==> config.mk <==
export PLATFORM = sky130hd
export DESIGN_NAME = fsm_ring_flat
export DESIGN_NICKNAME = d
export VERILOG_FILES = /design/src/rtl/fsm_ring_pkg.sv /design/src/rtl/fsm_ring_if.sv /design/src/rtl/fsm_ring_dwell.sv /design/src/rtl/fsm_ring.sv /design/src/flat_wrapper.sv
export SDC_FILE = /design/constraint.sdc
export NUM_CORES = 1
export LEC_CHECK = 0
export CORE_MARGIN = 5
export CORE_UTILIZATION = 39
export DETAILED_ROUTE_END_ITERATION = 7
export MAX_ROUTING_LAYER = met4
export PLACE_DENSITY_LB_ADDON = 0.12
export SYNTH_ARGS = -nofsm -noshare
export SYNTH_HDL_FRONTEND = slang
export SYNTH_SLANG_ARGS = --single-unit
==> constraint.sdc <==
create_clock -name clock -period 2.6 [get_ports clock]
set_input_delay 0.26 -clock clock [delete_from_list [all_inputs] [get_ports clock]]
set_output_delay 0.26 -clock clock [all_outputs]
set_load 0.03 [all_outputs]
==> src/rtl/fsm_ring_pkg.sv <==
// Shared types and ring-step helpers for the fsm_ring sequencer.
package fsm_ring_pkg;

   typedef enum logic {
      DIR_FWD = 1'b0,
      DIR_BWD = 1'b1
   } dir_e;

   // Widest state encoding needed for the 256-state upper limit.
   localparam int ST_MAX_W = 8;
   typedef logic [ST_MAX_W-1:0] ring_st_t;

   function automatic ring_st_t next_state(ring_st_t st, dir_e dir, int unsigned n);
      ring_st_t last;
      last = ring_st_t'(n - 1);
      if (dir == DIR_BWD)
         return (st == '0) ? last : st - ring_st_t'(1);
      else
         return (st == last) ? '0 : st + ring_st_t'(1);
   endfunction

   function automatic logic is_wrap(ring_st_t st, dir_e dir, int unsigned n);
      if (dir == DIR_FWD)
         return st == ring_st_t'(n - 1);
      else
         return st == '0;
   endfunction

endpackage

==> src/rtl/fsm_ring_if.sv <==
// Control/status bundle of the ring sequencer; master drives, slave is the sequencer.
interface fsm_ring_if
   import fsm_ring_pkg::*;
#(
   parameter int NUM_STATES = 5,
   parameter int WRAP_CNT_W = 8,
   parameter int TIMEOUT_W  = 8
);
   localparam int STW = ($clog2(NUM_STATES) > 1) ? $clog2(NUM_STATES) : 1;

   logic                  en;
   logic [NUM_STATES-1:0] adv;
   logic                  dir;
   logic                  load;
   logic [STW-1:0]        load_st;
   logic [TIMEOUT_W-1:0]  timeout;
   logic [STW-1:0]        y;
   logic [NUM_STATES-1:0] onehot;
   logic                  wrap;
   logic [WRAP_CNT_W-1:0] wrap_cnt;
   logic                  to_fired;

   modport master (
      output en, adv, dir, load, load_st, timeout,
      input  y, onehot, wrap, wrap_cnt, to_fired
   );

   modport slave (
      input  en, adv, dir, load, load_st, timeout,
      output y, onehot, wrap, wrap_cnt, to_fired
   );
endinterface

==> src/rtl/fsm_ring_dwell.sv <==
// Dwell counter and timeout compare; only instantiated when FSM_RING_TIMEOUT_EN is defined.
module fsm_ring_dwell
   import fsm_ring_pkg::*;
#(
   parameter int TIMEOUT_W = 8
) (
   input  logic                 clock,
   input  logic                 reset,
   input  logic                 en,
   input  logic                 adv_cur,
   input  logic                 load,
   input  logic                 step,
   input  logic [TIMEOUT_W-1:0] timeout,
   output logic                 fire
);
   logic [TIMEOUT_W-1:0] dwell_q, dwell_d;

   always_comb begin
      fire    = en && !adv_cur && (timeout != '0) &&
                (dwell_q == timeout - TIMEOUT_W'(1));
      dwell_d = dwell_q;
      if (load || step)
         dwell_d = '0;
      else if (en && (dwell_q != '1))
         dwell_d = dwell_q + TIMEOUT_W'(1);
   end

   always_ff @(posedge clock) begin
      if (reset)
         dwell_q <= '0;
      else
         dwell_q <= dwell_d;
   end
endmodule

==> src/rtl/fsm_ring.sv <==
// Parametrised N-state ring sequencer with load, direction, wrap count and
// optional dwell timeout (enabled by defining FSM_RING_TIMEOUT_EN).
//   state            | meaning
//   0..NUM_STATES-1  | ring position k, advances on adv[k] (or a timeout)
module fsm_ring
   import fsm_ring_pkg::*;
#(
   parameter int NUM_STATES = 5,
   parameter int WRAP_CNT_W = 8,
   parameter int TIMEOUT_W  = 8
) (
   input  logic     clock,
   input  logic     reset,
   fsm_ring_if.slave bus
);
   localparam int STW = ($clog2(NUM_STATES) > 1) ? $clog2(NUM_STATES) : 1;

   logic [STW-1:0]        y_q, y_d, y_nxt;
   logic                  wrap_q, wrap_d;
   logic [WRAP_CNT_W-1:0] wrap_cnt_q, wrap_cnt_d;
   logic                  adv_cur, fire, step, load_ok, at_wrap;

   always_comb begin
      adv_cur    = bus.adv[y_q];
      load_ok    = int'(bus.load_st) < NUM_STATES;
      step       = !bus.load && bus.en && (adv_cur || fire);
      y_nxt      = STW'(next_state(ring_st_t'(y_q), dir_e'(bus.dir), NUM_STATES));
      at_wrap    = is_wrap(ring_st_t'(y_q), dir_e'(bus.dir), NUM_STATES);
      y_d        = y_q;
      wrap_d     = 1'b0;
      wrap_cnt_d = wrap_cnt_q;
      // An out-of-range load still consumes the cycle: no advance happens.
      if (bus.load) begin
         if (load_ok)
            y_d = bus.load_st;
      end else if (step) begin
         y_d    = y_nxt;
         wrap_d = at_wrap;
         if (at_wrap)
            wrap_cnt_d = wrap_cnt_q + WRAP_CNT_W'(1);
      end
   end

   always_ff @(posedge clock) begin
      if (reset) begin
         y_q        <= '0;
         wrap_q     <= 1'b0;
         wrap_cnt_q <= '0;
      end else begin
         y_q        <= y_d;
         wrap_q     <= wrap_d;
         wrap_cnt_q <= wrap_cnt_d;
      end
   end

   for (genvar k = 0; k < NUM_STATES; k++) begin : g_onehot
      assign bus.onehot[k] = (y_q == STW'(k));
   end

   assign bus.y        = y_q;
   assign bus.wrap     = wrap_q;
   assign bus.wrap_cnt = wrap_cnt_q;

`ifdef FSM_RING_TIMEOUT_EN
   logic to_fired_q, to_fired_d;

   fsm_ring_dwell #(.TIMEOUT_W(TIMEOUT_W)) u_dwell (
      .clock   (clock),
      .reset   (reset),
      .en      (bus.en),
      .adv_cur (adv_cur),
      .load    (bus.load),
      .step    (step),
      .timeout (bus.timeout),
      .fire    (fire)
   );

   always_comb to_fired_d = step && fire;

   always_ff @(posedge clock) begin
      if (reset)
         to_fired_q <= 1'b0;
      else
         to_fired_q <= to_fired_d;
   end

   assign bus.to_fired = to_fired_q;
`else
   logic [TIMEOUT_W-1:0] unused_timeout;

   assign unused_timeout = bus.timeout;
   assign fire           = 1'b0;
   assign bus.to_fired   = 1'b0;
`endif

endmodule
==> src/flat_wrapper.sv <==
// flat-port wrapper written by rule: the top's interface ports become plain ports
module fsm_ring_flat import fsm_ring_pkg::*;
#(
   parameter int NUM_STATES = 5,
   parameter int WRAP_CNT_W = 8,
   parameter int TIMEOUT_W  = 8
)
  (clock, reset, bus_en, bus_adv, bus_dir, bus_load, bus_load_st, bus_timeout, bus_y, bus_onehot, bus_wrap, bus_wrap_cnt, bus_to_fired);
  fsm_ring_if #(.NUM_STATES(NUM_STATES), .WRAP_CNT_W(WRAP_CNT_W), .TIMEOUT_W(TIMEOUT_W)) bus_i ();
  input  logic clock;
  input  logic reset;
  input wire logic [$bits(bus_i.en)-1:0] bus_en;
  input wire logic [$bits(bus_i.adv)-1:0] bus_adv;
  input wire logic [$bits(bus_i.dir)-1:0] bus_dir;
  input wire logic [$bits(bus_i.load)-1:0] bus_load;
  input wire logic [$bits(bus_i.load_st)-1:0] bus_load_st;
  input wire logic [$bits(bus_i.timeout)-1:0] bus_timeout;
  output wire logic [$bits(bus_i.y)-1:0] bus_y;
  output wire logic [$bits(bus_i.onehot)-1:0] bus_onehot;
  output wire logic [$bits(bus_i.wrap)-1:0] bus_wrap;
  output wire logic [$bits(bus_i.wrap_cnt)-1:0] bus_wrap_cnt;
  output wire logic [$bits(bus_i.to_fired)-1:0] bus_to_fired;
  assign bus_i.en = bus_en;
  assign bus_i.adv = bus_adv;
  assign bus_i.dir = bus_dir;
  assign bus_i.load = bus_load;
  assign bus_i.load_st = bus_load_st;
  assign bus_i.timeout = bus_timeout;
  assign bus_y = bus_i.y;
  assign bus_onehot = bus_i.onehot;
  assign bus_wrap = bus_i.wrap;
  assign bus_wrap_cnt = bus_i.wrap_cnt;
  assign bus_to_fired = bus_i.to_fired;
  fsm_ring #(.NUM_STATES(NUM_STATES), .WRAP_CNT_W(WRAP_CNT_W), .TIMEOUT_W(TIMEOUT_W)) u_core (.clock(clock), .reset(reset), .bus(bus_i));
endmodule
# After elaboration in Yosys (flattened, before gate mapping)
# Index checks and enable logic that the tools add are counted.
# classes
n_bitwise	2
reduce_logical	8
add_sub_neg	3
mux	9
eq_ne	5
n_lt_le_gt_ge	2
# ops
operator	n
$mux W3	6
$add A8 B1 Y8 const B	1
$eq A3 B2 Y1 const B	2
$lt A3 B4 Y1 const B	1
$add A3 B1 Y3 const B	1
$bmux W1 S3	1
$eq A3 B1 Y1 const B	1
$eq A3 B3 Y1 const B	1
$logic_not A3 Y1	1
$lt A3 B3 Y1 const B	1
$reduce_and A3 Y1	1
$reduce_or A3 Y1	1
$sub A3 B1 Y3 const B	1
$logic_and A1 B1 Y1	2
$mux W1	2
$ne A2 B1 Y1 const B	1
$not A1 Y1	2
$reduce_and A2 Y1	1
$reduce_bool A2 Y1	1
$logic_not A1 Y1	1
# word_totals
out_inout_bits	18
word_cells	32
register_bits	12

# Longest topological paths before layout
# logic_depth
depth_word	5
ltp_mapped	8

# Worst setup path after synthesis
# OpenSTA, ideal clock, no wires.
# synth_path
path_kind	register to register
start	reg u_core.y_q[0] (netlist: u_core.bus.y[0])
end	reg u_core.wrap_cnt_q[5] (netlist: u_core.bus.wrap_cnt[5])
setup_ps	71
stages_incl_launch_ff	7
arrival_time_ps	2000
setup_slack_ps	529
n_path_buf	1
cell_sequence	dfxtp_1 -> or3b_4 -> a2111oi_4 -> nand2_2 -> buf_6 -> or3_1 -> a21oi_1
# synth_between
elab_chain_len	4
word_cells_on_any_way	7
classes_between	1 x eq/ne; 3 x mux; 3 x reduce/logical
# synth_rtl
element	line_no	text
start: declaration	fsm_ring.sv:18	logic [STW-1:0] y_q, y_d, y_nxt;
start signal: assignment	fsm_ring.sv:50	y_q <= y_d;
$bmux W1 S3	fsm_ring.sv:24	adv_cur = bus.adv[y_q];
$mux W1 (implied by the code)	fsm_ring.sv:24	
$logic_and A1 B1 Y1	fsm_ring.sv:26	step = !bus.load && bus.en && (adv_cur || fire);
$reduce_and A3 Y1 (no line) (*)	n/a	
end signal: assignment	fsm_ring.sv:52	wrap_cnt_q <= wrap_cnt_d;
end: declaration	fsm_ring.sv:20	logic [WRAP_CNT_W-1:0] wrap_cnt_q, wrap_cnt_d;
# Mark *: on every way between the ends. The rest lies on a longest branch, timed or not. The select of a mux whose other input is x is not followed.
# A chain may end at the register's enable or synchronous reset.

# Final worst setup path
# layout_path
start	reg u_core.y_q[0] (netlist: u_core.bus.y[0])
end	out bus_onehot[0]
# layout_between
elab_chain_len	1
# layout_rtl
element	line_no	text
$logic_not A3 Y1	fsm_ring.sv:57	assign bus.onehot[k] = (y_q == STW'(k));
end: declaration	flat_wrapper.sv:19	output wire logic [$bits(bus_i.onehot)-1:0] bus_onehot;
# No other way between the ends.

==> impl_metrics.env <==
export IMPL_rsz0062_at_grt="no"
export IMPL_cts_sinks=12
export IMPL_nets=151
export IMPL_netlist_instances=94
export IMPL_cts_max_level=1
export IMPL_worstSetupEndpointType="output port"
export IMPL_p_per_area_nw_per_um2=445
export IMPL_worstPathRequired_ps=2340
export IMPL_ir_drop_v=0.000352
export IMPL_fp_dieH_um=55.2
export IMPL_cts_resized=0
export IMPL_grt_max_degree=14
export IMPL_synth_seq_cells=12
export IMPL_path_class="flop to output port"
export IMPL_start_kind="flop"
export IMPL_leakage_nw=0.411
export IMPL_portBuffers=29
export IMPL_post_synth_cell_area_avg_sq_um=8.47
export IMPL_fin_skew_ps=0.460
export IMPL_die_x_um=55.2
export IMPL_antenna_found_initial=0
export IMPL_drv_slew=0
export IMPL_finalHoldViolCount=0
export IMPL_vias_per_cell=5.13
export IMPL_synth_distinct_cells=33
export IMPL_dieArea_sq_um=3040
export IMPL_cts_made_buffers=3
export IMPL_finalCritPeriodShare=0.890
export IMPL_critPathArrivalTime_ps=2050
export IMPL_mostFrequentLayoutCell="clkdlybuf4s50_1"
export IMPL_grt_first_pass_wirelength_mm=3.10
export IMPL_pin_count=39
export IMPL_cts_hold_buf=0
export IMPL_grt_remaining_overflow=0
export IMPL_cts_buffer_depth=2
export IMPL_wire_per_inst_um=12.3
export IMPL_nFillCells=213
export IMPL_post_dp_cell_area_sq_um=1090
export IMPL_cp_max_fo=8
export IMPL_ys_seq_area_frac=0.302
export IMPL_syn_cell_area_sq_um=796
export IMPL_dp_hpwl_mm=1.40
export IMPL_core_sq_um=1960
export IMPL_cap_violations=0
export IMPL_clk_pin_slew_ps=70
export IMPL_finalWeightedCongestion=0.822
export IMPL_clock_latency_ps=260
export IMPL_dr_total_vias=759
export IMPL_period_needed_ps=2310
export IMPL_drc=0
export IMPL_synth_edf_count=0
export IMPL_layout_drive_gt1_share=0.0661
export IMPL_start_util=0.406
export IMPL_final_cell_mix="clkdlybuf4s50_1, dfxtp_1, nor2_1"
export IMPL_synth_flop_cell="dfxtp_1"
export IMPL_dr_pass1_iters=4
export IMPL_diodes=0
export IMPL_ys_warn_count=0
export IMPL_cts_root_buf="clkbuf_4"
export IMPL_drt_total_wl_mm=1.83
export IMPL_cts_tree="built"
export IMPL_drt_iter0_drc=12
export IMPL_synth_nets=122
export IMPL_status="finished, final reports clean"
export IMPL_fin_tns_setup_ps=0
export IMPL_fin_area_sq_um=1110
export IMPL_timing_fmax_mhz=432
export IMPL_rows=16
export IMPL_track_usage=0.145
export IMPL_grt_pass1_vias=703
export IMPL_post_cts_buffers=0
export IMPL_synthArstFlopShare=0
export IMPL_synthToLayoutAreaGrowth_pct=39.8
export IMPL_ant_nets=0
export IMPL_hp_class="flop to flop"
export IMPL_setup_viol_count_final=0
report_power, final:
group          internal (mW)  total (mW)  switching, mW
combinational         0.0816       0.180         0.0984
sequential             0.191       0.207         0.0162
clock                 0.0534       0.108         0.0549
final timing paths:
path / start / depth (start not counted) / slack, ps / end
setup / recovery: u_core.bus.y[0] / 5 / 290 / bus_onehot[0]
hold / removal: u_core.bus.wrap_cnt[7] / 2 / 490 / u_core.bus.wrap_cnt[7]
setup reg to reg: u_core.bus.y[0] / 5 / 540 / u_core.bus.wrap_cnt[5]
hold reg to reg: u_core.bus.wrap_cnt[7] / 2 / 490 / u_core.bus.wrap_cnt[7]
logic make-up after synthesis:
group           share of synthesized area
fa+ha+maj                           0.110
xor+xnor                           0.0330
other cells                       0.00471
compound gates                      0.201
flops                               0.302
buf+inv                            0.0613
simple gates                        0.236
mux                                0.0519
worst max-delay path: stages (launching register included):
cell and delay, ps:
dfxtp_1 500, inv_1 170, ha_1 280, inv_1 180, nor2_1 60, clkdlybuf4s50_1 610
area by class of cell:
cell class,instances,area (sq um),area share
Multi-Input combinational cell,72,507,0.456
Clock buffer,3,22.5,0.0202
Timing Repair Buffer,29,290,0.261
Inverter,5,18.8,0.0169
Tap cell,27,33.8,0.0304
Sequential cell,12,240,0.216
per-stage QoR:
stage	std cells	util	worst slack (ps)	hold slack (ps)	power [mW]
2_1_floorplan	94	-	529	332	0.327
3_3_place_gp	145	0.555	302	465	0.390
3_5_place_dp	145	0.555	269	490	0.391
4_1_cts	148	0.567	289	502	0.502
5_1_grt	148	0.567	156	538	0.528
6_report	148	0.567	287	492	0.495
cells in the mapped netlist, types with 3 or more instances:
master    number  area share
a211oi_1       4       0.038
a21oi_1        6       0.038
clkbuf_1       3       0.014
dfxtp_1       12        0.30
ha_1           7        0.11
inv_1          5       0.024
mux2i_1        3       0.038
nand2_1        4       0.019
nor2_1        10       0.047
nor2b_1        4       0.031
o21ai_0        7       0.044
or3_1          5       0.039
sequential cells by signal, indices dropped and copies added (netlist names):
signal,cells
u_core.bus.wrap_cnt,8
u_core.bus.wrap,1
u_core.bus.y,3
per-layer routing:
layer,routed length [um],GRT usage,up-vias,share of wire
met5,0,-,-,0
met3,115,0.0509,2,0.063
li1,-,-,388,-
met1,886,0.195,347,0.49
met2,814,0.211,22,0.45
met4,9,0.0243,0,0.0049
Note: power is estimated with default switching activity, not from simulation.
